$ cat src/rtl/xfer_pkg.sv
// Shared transfer-bus definitions: bus widths and the decode strobe bundle
// used by the transfer register, pointer register and pipeline decode.
package xfer_pkg;

  localparam int WORD_W = 16;
  localparam int BYTE_W = 8;

  typedef struct packed {
    logic l_pl;
    logic l_ph;
    logic l_px;
    logic a_pl;
    logic a_ph;
    logic a_px_addr;
    logic a_px_xfer;
    logic inc;
    logic dec;
  } strobe_t;

endpackage

$ cat src/rtl/pointer_register_if.sv
// Bus and strobe bundle for the pointer register; slave is the register,
// master is whatever drives the strobes and reads the buses.
interface pointer_register_if;
  import xfer_pkg::*;

  logic [BYTE_W-1:0] main_bus_in;
  logic [BYTE_W-1:0] main_bus_out;
  logic              main_bus_oe;
  logic [WORD_W-1:0] bus_in;
  logic [WORD_W-1:0] bus_out;
  logic              bus_oe;
  logic [WORD_W-1:0] addr_out;
  logic              addr_oe;
  logic              l_pl;
  logic              l_ph;
  logic              l_px;
  logic              a_pl;
  logic              a_ph;
  logic              a_px_addr;
  logic              a_px_xfer;
  logic              inc;
  logic              dec;
  logic              wrap;
  logic              err;

  modport slave (
    input  main_bus_in, bus_in,
    input  l_pl, l_ph, l_px, a_pl, a_ph, a_px_addr, a_px_xfer, inc, dec,
    output main_bus_out, main_bus_oe, bus_out, bus_oe, addr_out, addr_oe,
    output wrap, err
  );

  modport master (
    output main_bus_in, bus_in,
    output l_pl, l_ph, l_px, a_pl, a_ph, a_px_addr, a_px_xfer, inc, dec,
    input  main_bus_out, main_bus_oe, bus_out, bus_oe, addr_out, addr_oe,
    input  wrap, err
  );

endinterface

$ cat src/rtl/ptr_updown16.sv
// Pointer state: prioritised word/byte load, then +/-1 modify, with a
// registered one-cycle wrap flag for modifies that cross 0xFFFF/0x0000.
module ptr_updown16
  import xfer_pkg::*;
(
  input  logic              clk,
  input  logic              rst_n,
  input  logic              l_px,
  input  logic              l_pl,
  input  logic              l_ph,
  input  logic              inc,
  input  logic              dec,
  input  logic [WORD_W-1:0] bus_in,
  input  logic [BYTE_W-1:0] main_bus_in,
  output logic [WORD_W-1:0] ptr,
  output logic              wrap
);

  logic [WORD_W-1:0] ptr_nxt;
  logic              wrap_nxt;

  always_comb begin
    ptr_nxt  = ptr;
    wrap_nxt = 1'b0;
    if (l_px) begin
      ptr_nxt = bus_in;
    end else if (l_pl || l_ph) begin
      if (l_pl) ptr_nxt[BYTE_W-1:0]      = main_bus_in;
      if (l_ph) ptr_nxt[WORD_W-1:BYTE_W] = main_bus_in;
    end else if (inc && !dec) begin
      ptr_nxt  = ptr + WORD_W'(1);
      wrap_nxt = (ptr == '1);
    end else if (dec && !inc) begin
      ptr_nxt  = ptr - WORD_W'(1);
      wrap_nxt = (ptr == '0);
    end
  end

  always_ff @(posedge clk) begin
    if (!rst_n) begin
      ptr  <= '0;
      wrap <= 1'b0;
    end else begin
      ptr  <= ptr_nxt;
      wrap <= wrap_nxt;
    end
  end

endmodule

$ cat src/rtl/pointer_register.sv
// 16-bit pointer register: state lives in ptr_updown16; this level gates the
// three bus drivers combinationally and keeps the sticky strobe-conflict flag.
module pointer_register
  import xfer_pkg::*;
(
  input  logic                clk,
  input  logic                rst_n,
  pointer_register_if.slave   pif
);

  strobe_t           strb;
  logic [WORD_W-1:0] ptr;
  logic              wrap;
  logic              err;
  logic              byte_conflict;

  always_comb begin
    strb           = '0;
    strb.l_pl      = pif.l_pl;
    strb.l_ph      = pif.l_ph;
    strb.l_px      = pif.l_px;
    strb.a_pl      = pif.a_pl;
    strb.a_ph      = pif.a_ph;
    strb.a_px_addr = pif.a_px_addr;
    strb.a_px_xfer = pif.a_px_xfer;
    strb.inc       = pif.inc;
    strb.dec       = pif.dec;
  end

  ptr_updown16 u_ptr (
    .clk         (clk),
    .rst_n       (rst_n),
    .l_px        (strb.l_px),
    .l_pl        (strb.l_pl),
    .l_ph        (strb.l_ph),
    .inc         (strb.inc),
    .dec         (strb.dec),
    .bus_in      (pif.bus_in),
    .main_bus_in (pif.main_bus_in),
    .ptr         (ptr),
    .wrap        (wrap)
  );

  assign byte_conflict = strb.a_pl && strb.a_ph;

  always_ff @(posedge clk) begin
    if (!rst_n) begin
      err <= 1'b0;
    end else if (byte_conflict) begin
      err <= 1'b1;
    end
  end

  // Drivers are released while reset is low, whatever the strobes say.
  always_comb begin
    pif.addr_oe      = rst_n && strb.a_px_addr;
    pif.bus_oe       = rst_n && strb.a_px_xfer;
    pif.main_bus_oe  = rst_n && (strb.a_pl ^ strb.a_ph);
    pif.addr_out     = pif.addr_oe ? ptr : '0;
    pif.bus_out      = pif.bus_oe  ? ptr : '0;
    pif.main_bus_out = '0;
    if (pif.main_bus_oe) begin
      pif.main_bus_out = strb.a_pl ? ptr[BYTE_W-1:0] : ptr[WORD_W-1:BYTE_W];
    end
  end

  assign pif.wrap = wrap;
  assign pif.err  = err;

endmodule

$ cat src/flat_wrapper.sv
// flat-port wrapper written by rule: the top's interface ports become plain ports
module pointer_register_flat import xfer_pkg::*;
  (clk, rst_n, pif_main_bus_in, pif_bus_in, pif_l_pl, pif_l_ph, pif_l_px, pif_a_pl, pif_a_ph, pif_a_px_addr, pif_a_px_xfer, pif_inc, pif_dec, pif_main_bus_out, pif_main_bus_oe, pif_bus_out, pif_bus_oe, pif_addr_out, pif_addr_oe, pif_wrap, pif_err);
  pointer_register_if pif_i ();
  input  logic clk;
  input  logic rst_n;
  input wire logic [$bits(pif_i.main_bus_in)-1:0] pif_main_bus_in;
  input wire logic [$bits(pif_i.bus_in)-1:0] pif_bus_in;
  input wire logic [$bits(pif_i.l_pl)-1:0] pif_l_pl;
  input wire logic [$bits(pif_i.l_ph)-1:0] pif_l_ph;
  input wire logic [$bits(pif_i.l_px)-1:0] pif_l_px;
  input wire logic [$bits(pif_i.a_pl)-1:0] pif_a_pl;
  input wire logic [$bits(pif_i.a_ph)-1:0] pif_a_ph;
  input wire logic [$bits(pif_i.a_px_addr)-1:0] pif_a_px_addr;
  input wire logic [$bits(pif_i.a_px_xfer)-1:0] pif_a_px_xfer;
  input wire logic [$bits(pif_i.inc)-1:0] pif_inc;
  input wire logic [$bits(pif_i.dec)-1:0] pif_dec;
  output wire logic [$bits(pif_i.main_bus_out)-1:0] pif_main_bus_out;
  output wire logic [$bits(pif_i.main_bus_oe)-1:0] pif_main_bus_oe;
  output wire logic [$bits(pif_i.bus_out)-1:0] pif_bus_out;
  output wire logic [$bits(pif_i.bus_oe)-1:0] pif_bus_oe;
  output wire logic [$bits(pif_i.addr_out)-1:0] pif_addr_out;
  output wire logic [$bits(pif_i.addr_oe)-1:0] pif_addr_oe;
  output wire logic [$bits(pif_i.wrap)-1:0] pif_wrap;
  output wire logic [$bits(pif_i.err)-1:0] pif_err;
  assign pif_i.main_bus_in = pif_main_bus_in;
  assign pif_i.bus_in = pif_bus_in;
  assign pif_i.l_pl = pif_l_pl;
  assign pif_i.l_ph = pif_l_ph;
  assign pif_i.l_px = pif_l_px;
  assign pif_i.a_pl = pif_a_pl;
  assign pif_i.a_ph = pif_a_ph;
  assign pif_i.a_px_addr = pif_a_px_addr;
  assign pif_i.a_px_xfer = pif_a_px_xfer;
  assign pif_i.inc = pif_inc;
  assign pif_i.dec = pif_dec;
  assign pif_main_bus_out = pif_i.main_bus_out;
  assign pif_main_bus_oe = pif_i.main_bus_oe;
  assign pif_bus_out = pif_i.bus_out;
  assign pif_bus_oe = pif_i.bus_oe;
  assign pif_addr_out = pif_i.addr_out;
  assign pif_addr_oe = pif_i.addr_oe;
  assign pif_wrap = pif_i.wrap;
  assign pif_err = pif_i.err;
  pointer_register u_core (.clk(clk), .rst_n(rst_n), .pif(pif_i));
endmodule
$ cat config.mk
export PLATFORM = sky130hd
export DESIGN_NAME = pointer_register_flat
export DESIGN_NICKNAME = d
export VERILOG_FILES = /design/src/rtl/xfer_pkg.sv /design/src/rtl/pointer_register_if.sv /design/src/rtl/ptr_updown16.sv /design/src/rtl/pointer_register.sv /design/src/flat_wrapper.sv
export SDC_FILE = /design/constraint.sdc
export NUM_CORES = 1
export LEC_CHECK = 0
export CORE_UTILIZATION = 46
export DETAILED_ROUTE_END_ITERATION = 8
export GPL_ROUTABILITY_DRIVEN = 0
export PLACE_DENSITY = 0.91
export SLEW_MARGIN = 30
export SYNTH_ARGS = -nofsm -noshare
export SYNTH_HDL_FRONTEND = slang
export SYNTH_SLANG_ARGS = --single-unit
$ cat constraint.sdc
create_clock -name clk -period 3.9 [get_ports clk]
set_clock_uncertainty 0.15 [all_clocks]
set_input_delay 0.78 -clock clk [delete_from_list [all_inputs] [get_ports clk]]
set_output_delay 0.78 -clock clk [all_outputs]
set_load 0.01 [all_outputs]
==> results of run 1 <==
state kept, by name, indices dropped and copies added, names as in the netlist:
name and flops:
u_core.u_ptr.wrap 1, u_core.u_ptr.ptr 16, u_core.pif.err 1
area by class of cell:
class / count / share of cell area (%)
sequential: 18 / 11.6
timing repair buffer: 87 / 27.7
clock buffer: 4 / 1.77
inverter: 9 / 1.08
multi-input combinational: 251 / 55.7
tap: 54 / 2.17
final timing paths:
check	start	end	slack, ns	cells after the start
worst max-delay path	pif_dec	u_core.u_ptr.ptr[11]$_SDFFE_PN0P_	0.36	11
worst max register to register	u_core.u_ptr.ptr[0]$_SDFFE_PN0P_	u_core.u_ptr.ptr[14]$_SDFFE_PN0P_	1.28	8
worst min-delay path	u_core.pif.err$_SDFFE_PN0P_	u_core.pif.err$_SDFFE_PN0P_	0.33	1
worst min register to register	u_core.pif.err$_SDFFE_PN0P_	u_core.pif.err$_SDFFE_PN0P_	0.33	1
worst max-delay path, stage by stage:
cell and delay (ns):
clkdlybuf4s50_1 0.50, inv_1 0.06, ha_1 0.22, inv_1 0.42, ha_1 0.41, a211oi_2 0.20, nor2_1 0.09, a311oi_4 0.36
nand3b_1 0.14, nor3b_1 0.16, o221a_1 0.21
cell usage after synthesis (5+ instances only):
library cell and instances:
nor2_1 19, a31oi_1 6, nand4_1 8, o211ai_1 12
nand2_1 29, mux2i_1 10, inv_1 8, or3_1 5
a21o_1 9, o221ai_1 6, dfxtp_1 18, nand3_1 6
o21ai_0 12, ha_1 19, and3_1 34, a21oi_1 13
clkbuf_1 11
layer usage:
metal  GRT usage (%)  part of all wire [%]  vias to the layer above
met1            35.3                    39                     1239
met2            50.3                    45                      212
li1                -                     -                     1287
met5               0                     0                        -
met4            16.6                   4.3                        0
met3            5.49                    11                       39
through the flow:
step                      cells  area [um2]  utilization, %  total power (W)  hold slack (ns)
final                       423        3120            66.4         0.000804            0.331
after global routing        423        3120            66.4         0.000839            0.342
after CTS                   423        3120            66.4         0.000787            0.335
after detailed placement    419        3060            65.3         0.000624            0.316
after global placement      419        3060            65.3         0.000611            0.297
after floorplan             296        2240               -         0.000484            0.334
cells by family after synthesis:
group,Yosys count
xor+xnor,5
simple gates,125
fa+ha+maj,20
buf+inv,27
mux,10
flops,18
compound gates,91
power breakdown:
group | switching [W] | internal (W) | leakage [nW]
sequential | 0.0000411 | 0.000201 | 0.150
clock | 0.0000764 | 0.0000902 | 0.0288
combinational | 0.000203 | 0.000192 | 1.17
total | 0.000321 | 0.000483 | 1.35
placed cells by master, fill, tap and decap left out, drive strengths merged, types with 4 or more instances in the layout:
cell type	count
a21o	9
nand2b	4
ha	19
clkbuf	4
clkdlybuf4s50	79
a21oi	15
nand4	8
nand3	6
buf	8
or3	5
nor2	19
o21a	4
xnor2	4
nand2	29
a21boi	5
nor3	4
o21ai	16
a31oi	6
mux2i	10
inv	8
o211ai	12
dfxtp	18
and3	34
o221ai	6
==> results.toml, run 1 <==
[outcome]
status = "completed"

[hold_path]
hold_class = "reg2reg"

[synthesis]
synth.yosys.seq_area_share_pct = 16.1
synth_cells = 296
ys_warn_count = 0
muxShareOfSynthArea_pct = 4.47
async_reset_ff_share_pct = 0
yosys.area.top_type_share_pct = 16.1
synth_top_family_by_area = "compound AO/OA/AOI/OAI gates"
synth_xor_area_share_pct = 1.96
syn_area_per_cell_um2 = 7.57
synth_compound_area_share_pct = 29.9
synth.area.top_cells = "dfxtp_1, ha_1, and3_1"
syn_area_mm2 = 0.00224
syn_nets = 351
ys_types = 56
synth_seq_cells = 18
yosysTopAreaCell = "dfxtp_1"
synth_fa_ha_area_share_pct = 11.5
synthFlopType = "dfxtp_1"
synth_edf_count = 0
yosys.area_share.simple_pct = 29.7

[layout]
nFillCells = 384
final_nets = 425
drive_gt1_share_pct = 4.88
multi_input_area_mm2 = 0.00174
antenna_cells = 0
final-seq-area_um2 = 360
area_growth_pct = 39.2

[pwr]
leakage_nw = 1.35
ir_drop_mv = 0.138
p_per_area_mw_per_mm2 = 258

[timing]
finalHoldViolCount = 0
slew_violations = 0
worst_slew_pin_slew_ns = 0.918
max_freq_mhz = 283
slew-limit-headroom_pct = 38.6
fin_ws_ns = 0.361
post-route-period-util_pct = 90.7
setup_viol = 0
period_minus_slack_ns = 3.54
rsz0062_at_grt = "false"
finalSetupTns_ns = 0

[worst_setup_path]
required_ns = 3.92
critPathCaptureType = "flip-flop"
crit_type = "in2reg"
path_max_fanout = 16
cp.arrival_ns = 3.56
worstSetupStartpointType = "input pin"

[placement]
pre_cts_ws_ns = 0.132
dp.final_hpwl_um = 5630
io_buffers = 79

[routing]
vias = 2777
drt_iter0_drc = 336
drtPass1Iterations = 5
ant_nets = 0
postRouteWirelength_um = 7740
routedWlPerCell_um = 18.3
drc = 0
viasPerCell = 6.57

[cts]
numCtsBuffers = 3
cts-root-buf = "clkbuf_8"
cts_resized = 0
cts_setup_buffers = 0
hold_buffers = 0
cts_buffer_depth = 2
cts_tree = "done"
cts.clk_slew.worst_paths_ns = 0.08
cts-htree-levels = 1
insertion_delay_ns = 0.27
cts.sinks = 18

[global_routing]
grt_max_degree = 29
grt_pass1_vias = 2545
antenna_found_initial = 0
overflow = 0
grt_pass1_wl_um = 12100
gr-usage-all-layers_pct = 29.7

[floorplan]
initial_utilization_pct = 47.7
die_w_um = 71.8
rows = 25
die_area_mm2 = 0.00515
core_region_area_mm2 = 0.00469
ios = 80
die_y_um = 71.8

[job]
maxCapViolCount = 0
Note: power is estimated with default switching activity, not from simulation.
==> run 2: changes to the inputs <==
--- a/config.mk
+++ b/config.mk
@@ -6,6 +6,7 @@
 export NUM_CORES = 1
 export LEC_CHECK = 0
 export CORE_UTILIZATION = 46
+export CTS_BUF_LIST = sky130_fd_sc_hd__clkbuf_16
 export DETAILED_ROUTE_END_ITERATION = 8
 export GPL_ROUTABILITY_DRIVEN = 0
 export PLACE_DENSITY = 0.91
==> results.toml, run 2 (synthesized netlist as in run 1, its figures left out) <==
[layout]
mostFrequentLayoutCell = "clkdlybuf4s50_1"
nFillCells = 377
final_nets = 425
largest_reg_flops = 16
drive_gt1_share_pct = 4.61
antenna_cells = 0
reg_top3 = "u_core.u_ptr.ptr x16, u_core.pif.err x1, u_core.u_ptr.wrap x1"
regMostFlops = "u_core.u_ptr.ptr"
multi_input_area_mm2 = 0.00174
mostFrequentLayoutCells = "clkdlybuf4s50_1, and3_1, nand2_1, nor2_1, ha_1"
area_growth_pct = 40.2
final-seq-area_um2 = 360

[timing]
finalSetupTns_ns = 0
period_minus_slack_ns = 3.54
hold_ws_ns = 0.325
post-route-period-util_pct = 90.8
worst_slew_pin_slew_ns = 0.815
slew_violations = 0
slew-limit-headroom_pct = 45.5
rsz0062_at_grt = "false"
setup_viol = 0
finalHoldViolCount = 0
max_freq_mhz = 282

[cts]
cts_tree = "done"
cts-htree-levels = 1
cts-root-buf = "clkbuf_16"
cts_setup_buffers = 0
cts.sinks = 18
cts_buffer_depth = 2
cts_resized = 0
cts.clk_slew.worst_paths_ns = 0.06
numCtsBuffers = 3
insertion_delay_ns = 0.26
hold_buffers = 0

[global_routing]
grt_pass1_wl_um = 11800
antenna_found_initial = 0
grt_max_degree = 29
grt_pass1_vias = 2488
gr-usage-all-layers_pct = 29.1
overflow = 0

[routing]
postRouteWirelength_um = 7490
viasPerCell = 6.47
ant_nets = 0
drt_iter0_drc = 317
drtPass1Iterations = 7
vias = 2738
drc = 0
routedWlPerCell_um = 17.7

[hold_path]
hold_class = "reg2reg"

[pwr]
power_switching_w = 0.000319
seq_power_share_pct = 28.6
p_total_w = 0.000849
power_report.internal_total_w = 0.000529
leakage_nw = 1.36
ir_drop_mv = 0.231
swShare_pct = 37.6
clkPwrFrac_pct = 25.5
p_per_area_mw_per_mm2 = 270
combPwrFrac_pct = 46.0

[worst_setup_path]
required_ns = 3.93
path_max_fanout = 16
cp.arrival_ns = 3.57
worstSetupStartpointType = "input pin"
ff2ff_setup_slack_ns = 1.28
crit_type = "in2reg"
critPathCaptureType = "flip-flop"

[floorplan]
die_area_mm2 = 0.00515
core_region_area_mm2 = 0.00469
die_w_um = 71.8
initial_utilization_pct = 47.7
rows = 25
die_y_um = 71.8
ios = 80

[outcome]
status = "completed"

[placement]
dp.final_hpwl_um = 5630
io_buffers = 79

[job]
maxCapViolCount = 0
[run 2: cell types whose count changed in the layout (fill, tap and decap cells not counted), sizes merged]
cell,before,now
clkinv,1,2
clkbuf,4,3
[run 2: path summary, 6_finish.rpt]
path | cells after the start | from | end
worst min-delay path | 1 | u_core.pif.err$_SDFFE_PN0P_ | u_core.pif.err$_SDFFE_PN0P_
worst max-delay path | 10 | pif_dec | u_core.u_ptr.ptr[13]$_SDFFE_PN0P_
worst min register to register | 1 | u_core.pif.err$_SDFFE_PN0P_ | u_core.pif.err$_SDFFE_PN0P_
worst max register to register | 8 | u_core.u_ptr.ptr[0]$_SDFFE_PN0P_ | u_core.u_ptr.ptr[14]$_SDFFE_PN0P_
[run 2: power groups by stage]
stage | Sequential (W) | Clock, W | Combinational (W)
floorplan | 0.000225 | 0 | 0.000258
global placement | 0.000242 | 0 | 0.000369
detailed placement | 0.000243 | 0 | 0.000381
CTS | 0.000239 | 0.000215 | 0.000383
global route | 0.000244 | 0.000228 | 0.000422
finish | 0.000242 | 0.000216 | 0.000390
[run 2: critical path, cell delays in order]
cell,delay [ns]
clkdlybuf4s50_1,0.50
inv_1,0.06
ha_1,0.22
inv_1,0.41
ha_1,0.39
a21o_1,0.27
a311oi_4,0.40
a21boi_2,0.12
o2111a_1,0.26
a211oi_2,0.18
[run 2: cell type report]
class | count | area share [%]
timing repair buffer | 87 | 27.5
multi-input combinational | 251 | 55.3
tap | 54 | 2.15
sequential | 18 | 11.5
clock buffer | 3 | 2.39
clock inverter | 1 | 0.120
inverter | 9 | 1.08
[run 2: layer usage]
layer | GRT usage (%) | wire length [um] | vias to the layer above
li1 | - | - | 1281
met1 | 36.1 | 3050 | 1251
met2 | 48.2 | 3400 | 174
met3 | 5.06 | 752 | 32
met4 | 14.8 | 291 | 0
met5 | 0 | 0 | -
[run 2: metrics by stage]
stage	cell area (um2)	setup slack (ns)	util [%]	std cells
2_1_floorplan	2240	0.831	-	296
3_3_place_gp	3060	0.230	65.3	419
3_5_place_dp	3060	0.132	65.3	419
4_1_cts	3140	0.374	66.9	423
5_1_grt	3140	0.174	66.9	423
6_report	3140	0.358	66.9	423
==> run 3: changes to the inputs <==
--- a/config.mk
+++ b/config.mk
@@ -9,7 +9,7 @@
 export CTS_BUF_LIST = sky130_fd_sc_hd__clkbuf_16
 export DETAILED_ROUTE_END_ITERATION = 8
 export GPL_ROUTABILITY_DRIVEN = 0
-export PLACE_DENSITY = 0.91
+export PLACE_DENSITY = 0.83
 export SLEW_MARGIN = 30
 export SYNTH_ARGS = -nofsm -noshare
 export SYNTH_HDL_FRONTEND = slang
==> results.toml, run 3 (synthesized netlist as in run 1, its figures left out) <==
[worst_setup_path]
cpMaxStageDelayCell = "clkdlybuf4s50_1"
rr_startpoint = "u_core.u_ptr.ptr[0]$_SDFFE_PN0P_"
crit_type = "in2reg"
required_ns = 3.93
critPathCaptureType = "flip-flop"
setup.worst_path.start = "pif_dec"
path_cells = "clkdlybuf4s50_1, inv_1, ha_1, inv_1, ha_1, a21o_1, a311oi_4, a21boi_2, o2111a_1, a211oi_2"
ff2ff_setup_slack_ns = 1.32
reg2reg_depth = 8
path_max_fanout = 16
cp-endpoint = "u_core.u_ptr.ptr[13]$_SDFFE_PN0P_"
worstSetupStartpointType = "input pin"
cp.arrival_ns = 3.59
r2r-end = "u_core.u_ptr.ptr[14]$_SDFFE_PN0P_"
critPathMaxStageDelay_ns = 0.49

[layout]
largest_reg_flops = 16
design_area_mm2 = 0.00312
area_growth_pct = 39.3
reg_top3 = "u_core.u_ptr.ptr x16, u_core.pif.err x1, u_core.u_ptr.wrap x1"
mostFrequentLayoutCells = "clkdlybuf4s50_1, and3_1, nand2_1, nor2_1, ha_1"
mostFrequentLayoutCell = "clkdlybuf4s50_1"
drive_gt1_share_pct = 4.35
regMostFlops = "u_core.u_ptr.ptr"
final_nets = 424
antenna_cells = 0

[global_routing]
grt_pass1_wl_um = 11700
antenna_found_initial = 0
overflow = 0
gr-usage-all-layers_pct = 28.5
grt_max_degree = 33
grt_pass1_vias = 2413

[job]
maxCapViolCount = 0

[timing]
rsz0062_at_grt = "false"
post-route-period-util_pct = 91.2
period_minus_slack_ns = 3.56
max_freq_mhz = 281
finalSetupTns_ns = 0
hold_ws_ns = 0.324
slew-limit-headroom_pct = 53.2
slew_violations = 0
setup_viol = 0
worst_slew_pin_slew_ns = 0.697
finalHoldViolCount = 0
fin_ws_ns = 0.342

[placement]
dp.final_hpwl_um = 5590
place_area_mm2 = 0.00304
io_buffers = 79
pre_cts_ws_ns = 0.126

[floorplan]
die_w_um = 71.8
rows = 25
initial_utilization_pct = 47.7
ios = 80
die_y_um = 71.8
core_region_area_mm2 = 0.00469
die_area_mm2 = 0.00515

[routing]
viasPerCell = 6.42
drt_iter0_drc = 197
routedWlPerCell_um = 17.8
drtPass1Iterations = 4
ant_nets = 0
postRouteWirelength_um = 7510
drc = 0
vias = 2709

[cts]
cts.sinks = 18
hold_buffers = 0
numCtsBuffers = 3
cts_setup_buffers = 0
cts_tree = "done"
cts_buffer_depth = 2
cts_resized = 0
cts-root-buf = "clkbuf_16"
cts-htree-levels = 1
insertion_delay_ns = 0.25
cts.clk_slew.worst_paths_ns = 0.06

[pwr]
ir_drop_mv = 0.160
leakage_nw = 1.35
p_per_area_mw_per_mm2 = 270

[hold_path]
min-delay-start = "u_core.pif.err$_SDFFE_PN0P_"
hold_class = "reg2reg"

[outcome]
status = "completed"
[run 3: cell types whose count changed in the layout (fill, tap and decap cells not counted), sizes merged]
cell and delta:
buf -1
[run 3: report_power, final]
part,switching [W],internal (W),leakage [nW]
Combinational,0.000196,0.000189,1.16
Clock,0.0000792,0.000137,0.0385
Sequential,0.0000395,0.000201,0.150
[run 3: area by class of cell]
class	count	area (um2)
Sequential cell	18	360
Clock buffer	3	75.1
Fill cell	395	1570
Clock inverter	1	3.75
Tap cell	54	67.6
Multi-Input combinational cell	251	1740
Inverter	9	33.8
Timing Repair Buffer	86	843
[run 3: per-stage QoR]
step	utilization [%]	instances	power, W
after detailed placement	64.8	418	0.000621
after CTS	66.5	422	0.000833
final	66.5	422	0.000842
after floorplan	-	296	0.000484
after global placement	64.8	418	0.000612
after global routing	66.5	422	0.000884
[run 3: worst min path at each step]
| stage | depth (start not counted) | endpoint |
|---|---|---|
| final | 1 | u_core.pif.err$_SDFFE_PN0P_ |
| after global routing | 1 | u_core.pif.err$_SDFFE_PN0P_ |
| after CTS | 1 | u_core.pif.err$_SDFFE_PN0P_ |
| after detailed placement | 1 | u_core.pif.err$_SDFFE_PN0P_ |
| after global placement | 1 | u_core.pif.err$_SDFFE_PN0P_ |
| after floorplan | 2 | u_core.u_ptr.ptr[6]$_SDFFE_PN0P_ |
[run 3: worst max-delay path: cells and delay by family]
| family | cells | cell delay (ns) |
|---|---|---|
| buf+inv | 3 | 0.98 |
| compound gates | 5 | 1.23 |
| fa+ha+maj | 2 | 0.60 |
[run 3: routing by layer]
| layer | wire length, um | up-vias | GRT usage, % |
|---|---|---|---|
| li1 | - | 1280 | - |
| met1 | 3130 | 1261 | 36.0 |
| met2 | 3470 | 146 | 48.7 |
| met3 | 704 | 22 | 4.08 |
| met4 | 200 | 0 | 11.5 |
| met5 | 0 | - | 0 |
